===== config.mk =====
export PLATFORM = sky130hd
export DESIGN_NAME = spi_dev_framer
export DESIGN_NICKNAME = d
export VERILOG_FILES = /design/src/rtl/spi_dev_framer.sv
export SDC_FILE = /design/constraint.sdc
export NUM_CORES = 1
export LEC_CHECK = 0
export ABC_AREA = 1
export BUFFER_PORTS_ARGS = -buffer_cell sky130_fd_sc_hd__buf_2
export CORE_UTILIZATION = 58
export DETAILED_ROUTE_END_ITERATION = 10
export PLACE_DENSITY = 0.85
export SLEW_MARGIN = 20
export SYNTH_ARGS = -nofsm -noshare
export SYNTH_HDL_FRONTEND = slang
export SYNTH_SLANG_ARGS = --single-unit

===== constraint.sdc =====
create_clock -name clk -period 3.85 [get_ports clk]
set_input_delay 0.77 -clock clk [delete_from_list [all_inputs] [get_ports clk]]
set_output_delay 0.77 -clock clk [all_outputs]
set_load 0.02 [all_outputs]

===== src/rtl/spi_dev_framer.sv =====
// spi_dev_framer: frames the SPI device byte stream into protocol-wrapper writes
// for the Wishbone bridge. Only frames whose command byte matches CMD_ID/CMD_MASK
// are forwarded. Response bytes from the bridge wait in a small FIFO until the
// core shifts them out on MISO.
// Build option: define SPI_DEV_FRAMER_STATS_EN to get stat_frames / stat_ovfl;
// without it both outputs are tied to zero.
module spi_dev_framer #(
  parameter logic [7:0]  CMD_ID      = 8'hf0,
  parameter logic [7:0]  CMD_MASK    = 8'hff,
  parameter int unsigned RFIFO_DEPTH = 4,
  parameter logic [7:0]  MISO_FILL   = 8'h00
) (
  input  logic        clk,
  input  logic        rst,
  input  logic        usr_cs,
  input  logic [7:0]  usr_mosi_data,
  input  logic        usr_mosi_stb,
  output logic [7:0]  usr_miso_data,
  input  logic        usr_miso_ack,
  output logic [7:0]  pw_wdata,
  output logic        pw_wcmd,
  output logic        pw_wstb,
  output logic        pw_end,
  input  logic [7:0]  pw_rdata,
  input  logic        pw_rstb,
  output logic [15:0] stat_frames,
  output logic        stat_ovfl
);

  localparam int unsigned AW = $clog2(RFIFO_DEPTH);
  localparam int unsigned LW = AW + 1;

  typedef enum logic [1:0] {IDLE, CMD, ACTIVE, IGNORE} state_t;

  state_t state, state_nxt;
  logic   cs_q;
  logic   cs_rise;
  logic   cmd_match;
  logic   wstb_nxt, wcmd_nxt, end_nxt, flush;

  assign cs_rise   = usr_cs & ~cs_q;
  assign cmd_match = ((usr_mosi_data & CMD_MASK) == (CMD_ID & CMD_MASK));

  // State register; cs_q resets high so a frame already in progress is not taken as a new rise
  always_ff @(posedge clk) begin
    if (rst) begin
      state <= IDLE;
      cs_q  <= 1'b1;
    end else begin
      state <= state_nxt;
      cs_q  <= usr_cs;
    end
  end

  // Next-state logic; a strobe in ACTIVE is served before a same-cycle CS fall
  always_comb begin
    state_nxt = state;
    case (state)
      IDLE:    if (cs_rise) state_nxt = CMD;
      CMD: begin
        if (usr_mosi_stb)  state_nxt = cmd_match ? ACTIVE : IGNORE;
        else if (!usr_cs)  state_nxt = IDLE;
      end
      ACTIVE:  if (!usr_mosi_stb && !usr_cs) state_nxt = IDLE;
      IGNORE:  if (!usr_cs) state_nxt = IDLE;
      default: state_nxt = IDLE;
    endcase
  end

  // Output decode: next values of the registered pw_* outputs and the FIFO flush
  always_comb begin
    wstb_nxt = 1'b0;
    wcmd_nxt = 1'b0;
    end_nxt  = 1'b0;
    flush    = 1'b0;
    case (state)
      IDLE: flush = cs_rise;
      CMD: begin
        if (usr_mosi_stb && cmd_match) begin
          wstb_nxt = 1'b1;
          wcmd_nxt = 1'b1;
        end
      end
      ACTIVE: begin
        if (usr_mosi_stb) wstb_nxt = 1'b1;
        else if (!usr_cs) end_nxt = 1'b1;
      end
      default: ;
    endcase
  end

  // Registered bridge write interface; pw_wdata holds the last forwarded byte
  always_ff @(posedge clk) begin
    if (rst) begin
      pw_wstb  <= 1'b0;
      pw_wcmd  <= 1'b0;
      pw_end   <= 1'b0;
      pw_wdata <= 8'h00;
    end else begin
      pw_wstb <= wstb_nxt;
      pw_wcmd <= wcmd_nxt;
      pw_end  <= end_nxt;
      if (wstb_nxt) pw_wdata <= usr_mosi_data;
    end
  end

  logic [7:0]    mem [RFIFO_DEPTH];
  logic [AW-1:0] wr_ptr, rd_ptr;
  logic [LW-1:0] level;
  logic          empty, full, push, pop;

  assign empty = (level == '0);
  assign full  = (level == LW'(RFIFO_DEPTH));
  assign pop   = usr_miso_ack & ~empty;
  assign push  = pw_rstb & (~full | pop);

  // Response FIFO pointers and level; flush wins over a same-cycle push/pop
  always_ff @(posedge clk) begin
    if (rst || flush) begin
      wr_ptr <= '0;
      rd_ptr <= '0;
      level  <= '0;
    end else begin
      if (push) wr_ptr <= wr_ptr + AW'(1);
      if (pop)  rd_ptr <= rd_ptr + AW'(1);
      if (push && !pop)      level <= level + LW'(1);
      else if (pop && !push) level <= level - LW'(1);
    end
  end

  // Response FIFO storage; a stale write during flush is never read back
  always_ff @(posedge clk) begin
    if (push) mem[wr_ptr] <= pw_rdata;
  end

  assign usr_miso_data = empty ? MISO_FILL : mem[rd_ptr];

`ifdef SPI_DEV_FRAMER_STATS_EN
  logic        drop;
  logic [15:0] frames_q;
  logic        ovfl_q;

  assign drop = pw_rstb & full & ~pop & ~flush;

  // Accepted-frame counter (counts with pw_end) and sticky overflow flag
  always_ff @(posedge clk) begin
    if (rst) begin
      frames_q <= 16'h0000;
      ovfl_q   <= 1'b0;
    end else begin
      if (end_nxt) frames_q <= frames_q + 16'd1;
      if (drop)    ovfl_q   <= 1'b1;
    end
  end

  assign stat_frames = frames_q;
  assign stat_ovfl   = ovfl_q;
`else
  assign stat_frames = 16'h0000;
  assign stat_ovfl   = 1'b0;
`endif

endmodule


==> key figures <==
Drt
  – Via/cell ratio: about 5
  – Via Count: ~1800
  – Routed Wire Length: 4440 um
  – Remaining antenna violation count: 0
  – Detailed-router iteration count before antenna repair: 4
  – Wire length per cell: 12.3 um
  – DRC errors left: 0
  – Count of routing violations after the opening detailed-route iteration: 141

Synthesis
  – Dominant cell type by area after synthesis: sky130_fd_sc_hd__edfxtp_1
  – Synth top area share: about 37%
  – Register area share after synthesis: between 50% and 60%
  – Dominant combinational cell family by area after synthesis: simple AND/OR/NAND/NOR gates
  – Number of synthesized flops with an enable pin: 32
  – Synth Instances: 272
  – Number of distinct library cell variants in the gate-level netlist after synthesis: 31
  – Xor/xnor share of the synthesized area: 0.337%
  – Basic-gate share of the synthesized area counting and, or, nand and nor cells: a little under a fifth
  – Most used flip-flop cell after synthesis: sky130_fd_sc_hd__edfxtp_1
  – Average cell area after synthesis: 9.55 um^2
  – Synth warnings: 0
  – Cell Area, Synth: 0.00260 mm^2
  – Top post-synthesis cells by area: sky130_fd_sc_hd__edfxtp_1 37%, sky130_fd_sc_hd__dfxtp_1 18%, sky130_fd_sc_hd__nor2_1 8.1%, sky130_fd_sc_hd__buf_4 4.9%, sky130_fd_sc_hd__ha_1 4.3%
  – Async SR Flop Fraction: 0%
  – Share of synthesized cell area in full adder, half adder and majority cells: 5.10%
  – Compound-gate portion of the synthesized area: approximately 9.1%
  – Post-synthesis mux area share: 0.385%
  – Flip-flop and latch count after synthesis: between 50 and 60
  – Most repeated cell in the gate-level netlist after synthesis: sky130_fd_sc_hd__nor2_1
  – Top post-synthesis cells by count: 56 x sky130_fd_sc_hd__nor2_1, 32 x sky130_fd_sc_hd__edfxtp_1, 27 x sky130_fd_sc_hd__nand2_1, 26 x sky130_fd_sc_hd__inv_1, 23 x sky130_fd_sc_hd__dfxtp_1

Run
  – Max-cap violations: 0

Worst setup path
  – Ordered cell list for the critical path: inv_2 -> o21ai_0 -> a21oi_1 -> buf_2
  – Crit end category: output pin
  – Critical path startpoint category: flip-flop
  – Crit-path leading delay family: flip-flops
  – Number of buffer and inverter stages on the critical path: 2
  – Type of the worst setup path: flip-flop to output pin
  – Data arrival time of the worst path: 1800 ps
  – Required time reported for the critical path endpoint: approximately 3000 ps
  – Worst-path fanout max: 17
  – Longest individual stage delay on the worst path: just over 700 ps
  – Slowest stage cell, crit path: sky130_fd_sc_hd__dfxtp_1

Clock tree
  – Buffer count from post-CTS setup fixing: 0
  – Clock Sink Count: 55
  – CTS-repair resized insts: 0
  – Total clock buffers created by CTS: 5
  – Clock latency on the worst-skew pair: 300 ps
  – Root cell of the clock tree: sky130_fd_sc_hd__clkbuf_8
  – CTS HTree Levels: 2
  – Number of hold buffers added after cts: 0
  – Clk pin slew, worst setup/hold paths: 100 ps
  – Clk buf depth: 2
  – Clock tree from TritonCTS: yes

Pwr
  – Power Internal: just over 1 mW
  – Maximum VDD drop: 234 uV
  – Reported net switching power: 540 uW
  – Areal power density over the cells: 553 mW/mm^2
  – Clock power share: between 20 and 25%
  – Share of total power in sequential cells: about 47%
  – Total power consumption of the routed design: 1.57 mW
  – Share of power burned in combinational logic: around 29%
  – Static leakage: around 1.2 nW
  – Share of total power consumed by net switching: between 30% and 40%

Global route
  – Largest net degree at the start of global routing: 19
  – Overall global routing resource usage: between 20% and 30%
  – Via count of the first global-routing pass: ~1600
  – Global-route met1 utilization: 23.6%
  – Most crowded layer after global routing: met2
  – Number of antenna violations at the first check in global routing: 0
  – Remaining Overflow, GRT: 0
  – Met3 usage in global routing: 4.11%
  – Global-route wire length before repair: about 7100 um
  – Routing usage on met2: approximately two fifths

STA
  – Hold Fails Final Rpt: 0
  – Unrepaired setup endpoints after global routing: false
  – Final clock period utilization by the worst path: 66.7%
  – Final min period: 2570 ps
  – Transition time of the tightest slew-check pin: approximately 800 ps
  – Layout Skew: 10.9 ps
  – Number of slew-limit violations in the final report: 0
  – Setup TNS: 0 ps
  – Max_slew headroom: 47.8%
  – Setup-failing EPs final: 0
  – Top achievable clock speed: 0.390 GHz

Finish
  – Net count reported at finish: 342
  – Layout Area Growth over Synthesis: 8.96%
  – Number of standard cells in the final layout excluding fillers: 361
  – Final non-filler cell area: 0.00283 mm^2
  – Final-layout fill cell count: roughly 340
  – Total inserted antenna cells: 0
  – Core utilization of the finished layout: around 68%
  – Layout cell share with drive strength beyond 1: 19.0%

Floorplanning
  – Core Region: 0.00414 mm^2
  – Number of placement rows: 23
  – I/O pin count: 58
  – Floorplan die width: 68.9 um
  – Initial standard-cell utilization of the core: 62.7%
  – Die Y: between 60 and 70 um
  – Total Die Area: 0.00475 mm^2

Placement
  – Post-DP HPWL: 3210 um
  – Placement-stage cell area: approximately 0.0027 mm^2
  – PortBufs: 40
  – Placer congestion estimate: 0.810
  – Inst Count DP: 353

Run status
  – Run status: complete, no violations

Worst hold path
  – Hold/Removal Path Class: flip-flop to flip-flop
==> registers in the layout (all words and copies together) (netlist names), named ones only <==
register and cells:
mem 32, rd_ptr 2, state 2, pw_wdata 8, cs_q 1, pw_end 1
wr_ptr 2, level 3, pw_wstb 1, pw_wcmd 1
==> power groups by stage <==
stage	registers (mW)	logic, mW	clock network (mW)
after floorplan	0.722	0.368	0
after global placement	0.745	0.435	0
after detailed placement	0.749	0.452	0
after CTS	0.736	0.453	0.388
after global routing	0.743	0.518	0.411
final	0.735	0.451	0.380
==> cell usage in the layout (no fill, tap or decap), types with 3 or more instances in the layout <==
master,count
sky130_fd_sc_hd__inv_1,26
sky130_fd_sc_hd__nor2_2,3
sky130_fd_sc_hd__o21ai_0,19
sky130_fd_sc_hd__edfxtp_1,32
sky130_fd_sc_hd__nand2_1,27
sky130_fd_sc_hd__dfxtp_1,23
sky130_fd_sc_hd__conb_1,17
sky130_fd_sc_hd__ha_1,9
sky130_fd_sc_hd__buf_2,40
sky130_fd_sc_hd__a21oi_1,22
sky130_fd_sc_hd__nor2_1,56
sky130_fd_sc_hd__nand3_1,13
sky130_fd_sc_hd__clkbuf_8,5
==> metal layers <==
layer  wire, um  part of all wire, %
met3        217                  4.9
met4         21                 0.47
met2       2350                   53
met5          0                    0
met1       1850                   42
==> tightest hold or removal path, cell delays in order (launching register included) <==
cell and delay, ps:
sky130_fd_sc_hd__dfxtp_1 340, sky130_fd_sc_hd__a21oi_1 40, sky130_fd_sc_hd__nor2_1 80
==> through the flow <==
step                      hold WS [ps]  setup WS, ps
final                              483          1280
after floorplan                    478          1670
after global placement             461          1530
after CTS                          489          1260
after detailed placement           464          1440
after global routing               527          1140
==> layout make-up <==
type,instances,area (um^2),share of cell area (%)
clock buffer,5,68.8,2.43
clock inverter,3,46.3,1.63
inverter,28,105,3.71
multi-input combinational,180,927,32.7
sequential,55,1420,50.2
tap,50,62.6,2.21
timing repair buffer,40,200,7.07
==> cells by family (layout without fill, tap and decap cells) <==
kind of cell,after synthesis,count (layout)
and+or+nand+nor,107,107
DFF,55,55
buffers and inverters,53,76
AOI/OAI and AO/OA,44,44
adders and majority gates,10,10
other,1,17
xor gates and xnor gates,1,1
muxes,1,1
==> path summary, 6_finish.rpt <==
path	depth (start not counted)	endpoint	from	slack [ps]
min reg2reg	2	pw_wdata[2]$_SDFFE_PP0P_	pw_wdata[2]$_SDFFE_PP0P_	480
max reg2reg	10	level[2]$_SDFFE_PP0P_	level[0]$_SDFFE_PP0P_	1680
min	2	pw_wdata[2]$_SDFFE_PP0P_	pw_wdata[2]$_SDFFE_PP0P_	480
max	4	usr_miso_data[1]	flip-flop	1280
(Power assumes the default switching activity.)
